<file path="src/rtl/perceptron_trainer.sv">
// Training sequencer for a perceptron stage: stores a labelled sample set, presents it
// epoch by epoch, counts misclassifications and stops on convergence or the epoch limit.
module perceptron_trainer #(
   parameter int ADDR_W      = 3,
   parameter int HOLD_CYCLES = 2,
   parameter int MAX_EPOCHS  = 64
) (
   input  logic              clk,
   input  logic              reset,
   input  logic              load_valid,
   input  logic [ADDR_W-1:0] load_addr,
   input  logic [3:0]        load_in1,
   input  logic [3:0]        load_in2,
   input  logic [6:0]        load_in3,
   input  logic              load_label,
   input  logic              start,
   input  logic              p_out,
   output logic [3:0]        p_in1,
   output logic [3:0]        p_in2,
   output logic [6:0]        p_in3,
   output logic              p_desired,
   output logic              busy,
   output logic              done,
   output logic              converged,
   output logic [7:0]        epoch_count,
   output logic [ADDR_W:0]   last_errors
);
   localparam int NUM_SAMPLES = 2 ** ADDR_W;
   localparam logic [3:0]        HOLD_LAST = 4'(HOLD_CYCLES - 1);
   localparam logic [7:0]        EPOCH_MAX = 8'(MAX_EPOCHS);
   localparam logic [ADDR_W:0]   ERR_MAX   = (ADDR_W + 1)'(NUM_SAMPLES);
   localparam logic [ADDR_W-1:0] IDX_ONE   = ADDR_W'(1);
   localparam logic [ADDR_W:0]   ERR_ONE   = (ADDR_W + 1)'(1);

   typedef enum logic [1:0] {IDLE, PRESENT, EPOCH_END, DONE} state_t;

   state_t            state, state_next;
   logic [15:0]       mem [NUM_SAMPLES];
   logic [ADDR_W-1:0] idx;
   logic [3:0]        hold;
   logic [ADDR_W:0]   err;
   logic [15:0]       cur;
   logic              idle_like, load_ok, hold_end, last_idx, mismatch, epoch_limit;

   // Sample word layout: {in1, in2, in3, label}
   assign cur         = mem[idx];
   assign idle_like   = (state == IDLE) || (state == DONE);
   assign load_ok     = load_valid && idle_like;
   assign hold_end    = (hold == HOLD_LAST);
   assign last_idx    = (idx == {ADDR_W{1'b1}});
   assign mismatch    = (p_out != cur[0]);
   assign epoch_limit = ((epoch_count + 8'd1) == EPOCH_MAX);

   always_ff @(posedge clk) begin
      if (!reset) state <= IDLE;
      else        state <= state_next;
   end

   always_comb begin
      state_next = state;
      busy       = 1'b0;
      done       = 1'b0;
      p_in1      = '0;
      p_in2      = '0;
      p_in3      = '0;
      p_desired  = 1'b0;
      case (state)
         IDLE: begin
            if (start) state_next = PRESENT;
         end
         PRESENT: begin
            busy = 1'b1;
            {p_in1, p_in2, p_in3, p_desired} = cur;
            if (hold_end && last_idx) state_next = EPOCH_END;
         end
         EPOCH_END: begin
            busy = 1'b1;
            {p_in1, p_in2, p_in3, p_desired} = cur;
            if (err == '0 || epoch_limit) state_next = DONE;
            else                          state_next = PRESENT;
         end
         DONE: begin
            done = 1'b1;
            if (start) state_next = PRESENT;
         end
      endcase
   end

   // Written before the presentation reads it, so a write alongside start is seen.
   always_ff @(posedge clk) begin
      if (!reset) begin
         for (int i = 0; i < NUM_SAMPLES; i++) mem[i] <= '0;
      end else if (load_ok) begin
         mem[load_addr] <= {load_in1, load_in2, load_in3, load_label};
      end
   end

   always_ff @(posedge clk) begin
      if (!reset) begin
         idx         <= '0;
         hold        <= '0;
         err         <= '0;
         epoch_count <= '0;
         last_errors <= '0;
         converged   <= 1'b0;
      end else begin
         case (state)
            IDLE, DONE: begin
               if (start) begin
                  idx         <= '0;
                  hold        <= '0;
                  err         <= '0;
                  epoch_count <= '0;
                  last_errors <= '0;
                  converged   <= 1'b0;
               end
            end
            PRESENT: begin
               if (hold_end) begin
                  hold <= '0;
                  if (mismatch && err != ERR_MAX) err <= err + ERR_ONE;
                  if (!last_idx) idx <= idx + IDX_ONE;
               end else begin
                  hold <= hold + 4'd1;
               end
            end
            EPOCH_END: begin
               last_errors <= err;
               epoch_count <= epoch_count + 8'd1;
               if (err == '0) begin
                  converged <= 1'b1;
               end else if (epoch_limit) begin
                  converged <= 1'b0;
               end else begin
                  err  <= '0;
                  idx  <= '0;
                  hold <= '0;
               end
            end
         endcase
      end
   end
endmodule

</file>
<file path="config.mk">
export PLATFORM = sky130hd
export DESIGN_NAME = perceptron_trainer
export DESIGN_NICKNAME = d
export VERILOG_FILES = /design/src/rtl/perceptron_trainer.sv
export SDC_FILE = /design/constraint.sdc
export NUM_CORES = 1
export LEC_CHECK = 0
export ABC_CLOCK_PERIOD_IN_PS = 4070
export CAP_MARGIN = 20
export CORE_MARGIN = 1.5
export CORE_UTILIZATION = 40
export CTS_BUF_LIST = sky130_fd_sc_hd__clkbuf_2
export CTS_CLUSTER_DIAMETER = 80
export DETAILED_ROUTE_END_ITERATION = 7
export MAX_ROUTING_LAYER = met4
export PLACE_DENSITY_LB_ADDON = 0.15
export RECOVER_POWER = 50
export SYNTH_ARGS = -nofsm -noshare
export SYNTH_HDL_FRONTEND = slang
export SYNTH_SLANG_ARGS = --single-unit
</file>
<file path="constraint.sdc">
create_clock -name clk -period 4.07 [get_ports clk]
set_clock_uncertainty 0.15 [all_clocks]
set_input_delay 0.814 -clock clk [delete_from_list [all_inputs] [get_ports clk]]
set_output_delay 0.814 -clock clk [all_outputs]
set_load 0.005 [all_outputs]
</file>
==> parameters.txt <==
Parameter                              Value

Status
  Status    complete, but fails checks
  Violations in the final reports    design-rule violations, max-capacitance violations, max-slew violations

Hold path
  Hold_sp    hold[3]$_SDFFE_PN0P_
  Worst hold path class    reg2reg
  Number of instances on the worst hold path    2
  Worst Hold Endpoint    hold[3]$_SDFFE_PN0P_

Drt
  Detail-routed via count per cell    between 5 and 6
  Total routed wirelength    17,900 µm
  Starting DRC count in detailed routing    414
  Remaining routing DRC violations    7
  Wire length per cell    20.6 µm
  Length of the first detailed-routing pass in iterations    8
  Total number of vias    4,732
  Antenna Violating Nets Remaining    0

Synthesis
  Yosys cell types    47
  Average cell area after synthesis    13.4 µm²
  Syn. warnings    0
  Main flop type after synthesis    edfxtp_1
  Sequential area share after synthesis    0.597
  Async SR Flop Fraction    0
  Cells after Synth    552
  Area contributors post-synth    edfxtp_1 52%, and2_1 11%, mux4_2 9.7%, dfxtp_1 7.8%, mux2i_1 2.6%
  Net Count, Synth    587
  Share of the synthesized area in the top cell type    0.519
  Number of synthesized register bits    approximately 160
  Netlist Area Pre-Place    7410 µm²
  Most area-hungry cell type in the Yosys netlist    edfxtp_1
  Number of flops mapped to enable cells by yosys    128

Setup path
  Worst-case register-to-register setup slack    460 ps
  Capture point of the worst reg-to-reg path    mem[7][0]$_SDFFCE_PN0P_
  Data required time at the worst endpoint    3110 ps
  Critical setup path kind    reg2out
  Crit path DAT    2830 ps
  Crit end category    output pin
  Startpoint type of the worst setup path    flop
  Worst reg-to-reg path cell count    6
  Worst Path Max Fanout    9
  Source of the worst register-to-register timing path    state[0]$_SDFFE_PN0P_

Clocking
  Longest Clk Path Bufs    2
  CTS tree    done
  Total of hold buffers inserted after clock tree synthesis    0
  Root Buffer Master    clkbuf_2
  CTS resizes    0
  H-Tree Depth    4
  Post-CTS clock slew at the launch and capture registers of the worst setup and hold paths    230 ps
  Clock sinks    approximately 160
  Insertion delay to the later sink of the worst-skew pair    approximately 690 ps
  Setup repair bufs after CTS    0
  Num CTS Buffers    17

Run
  Reported max-cap violation count    3

Floorplan
  I/O pin total    55
  Overall die height    139 µm
  Cell Rows    49
  Initial core utilization    0.410
  Core ar.    18,100 µm²
  Die X    roughly 140 µm
  Die area    19,300 µm²

GRT
  Global-route wire length before repair    28,100 µm
  Vias in the first global route    4,904
  Largest net degree at the start of global routing    31
  Leftover overflow at the end of global routing    0
  GRT Overall Usage    0.202
  Antenna violations before repair    1

Final layout
  Area used by sequential logic in the layout    4430 µm²
  Area used by multi-input combinational logic    approximately 2800 µm²
  Leading cell type in the layout, fill and taps excluded    edfxtp_1
  Proportion of layout cells with a drive suffix above 1    0.142
  Top library cells by usage in the layout, fill and taps aside    128 x edfxtp_1, 71 x and2_1, 58 x and2_0, 49 x clkdlybuf4s50_1, 44 x nor2_1
  Number of fill cells in the layout    1,642
  Fin nets    about 660
  Growth of design area from synthesis to finish    16.1%

Place
  Minimum setup slack after placement    925 ps
  Placer's final routability congestion estimate    0.764
  Number of buffers inserted by port buffering    54
  Detailed placer's ending HPWL    11,400 µm

Timing
  Final-layout setup total negative slack    0 ps
  Clock period minus final worst setup slack    around 3800 ps
  Worst slew margin relative to its limit    -0.207
  Count of endpoints failing setup in the final report    0
  RSZ-0062 raised after global routing    no
  Part of the cycle the worst path needs    0.933
  Achievable clock frequency    0.263 GHz
  Final hold vios    0
  Count of final max-slew check failures    20
  Final worst-path setup slack    272 ps
  Worst Max-Slew Pin Slew    1790 ps

Power and ir drop
  Cell area power density    roughly 430 nW/µm²
  IR drop worst, VDD    0.000230 V
  Leakage power    0.00300 µW
## routing by layer
metal  global-route usage  wire, µm  share of wire  up-vias
met1                0.271      8240           0.46     2395
met4               0.0549       293          0.016        0
met2                0.310      8440           0.47      131
li1                     -         -              -     2188
met5                    -         0              0        -
met3               0.0456       959          0.053       18
## cells in the mapped netlist, drive strengths merged, types with 2 or more instances
library cell / count
and2: 129
edfxtp: 128
nor2: 44
mux4: 32
dfxtp: 29
nand2: 22
clkbuf: 20
mux2i: 20
ha: 11
nand2b: 11
a21oi: 10
inv: 10
o21ai: 10
a22oi: 8
o32ai: 8
buf: 6
nand3: 6
nor3: 5
or3: 5
a21o: 4
nand3b: 3
nand4: 3
nand4b: 3
o22ai: 3
a221oi: 2
and3: 2
mux2: 2
nor3b: 2
o21a: 2
## metrics by stage
stage / power [µW] / std cells / area, µm² / hold WS, ps / util
after floorplan: 2500 / 552 / 7410 / 305 / -
after global placement: 2900 / 836 / 8420 / 316 / 0.466
after detailed placement: 2910 / 836 / 8420 / 335 / 0.466
after CTS: 3780 / 868 / 8650 / 360 / 0.479
after global routing: 3920 / 869 / 8600 / 390 / 0.476
final: 3720 / 869 / 8600 / 361 / 0.476
## worst max-delay path by stage
stage	end	start	slack (ps)	cells after the start
floorplan	mem[2][0]$_SDFFCE_PN0P_	reset	990	3
global placement	p_in1[3]	flop	950	5
detailed placement	mem[0][5]$_SDFFCE_PN0P_	reset	930	7
CTS	p_in1[1]	flop	130	5
global route	p_in1[1]	flop	40	5
finish	p_desired	flop	270	4
## cells by family after synthesis
logic type               share of synthesized area
AND/OR/NAND/NOR                              0.180
flip-flops                                   0.597
AO/OA/AOI/OAI                               0.0551
multiplexers                                 0.130
buffers and inverters                       0.0199
adder cells (fa/ha/maj)                     0.0186
## layout make-up
| type | instances | share of cell area |
|---|---|---|
| Sequential cell | 157 | 0.514 |
| Multi-Input combinational cell | 359 | 0.331 |
| Timing Repair Buffer | 81 | 0.0893 |
| Tap cell | 229 | 0.0333 |
| Clock inverter | 13 | 0.0163 |
| Clock buffer | 19 | 0.0111 |
| Inverter | 10 | 0.00436 |
| Antenna cell | 1 | 0.000291 |
## critical path, stage by stage, from the launching register on
cell and delay (ps):
dfxtp_1 810, mux4_2 410, mux2_4 310, and2_1 170, clkdlybuf4s50_1 440
## power breakdown
part	switching, µW	leakage (µW)	internal, µW
Combinational	539	0.00130	438
Clock	576	0.000141	291
Sequential	50.1	0.00156	1830
Total	1170	0.00300	2560
## state kept, by name (all words and copies together), names as in the netlist, named ones only
signal,flops
mem,128
epoch_count,8
last_errors,4
converged,1
hold,4
state,2
idx,3
err,4
Power figures use the tool's default switching activity.
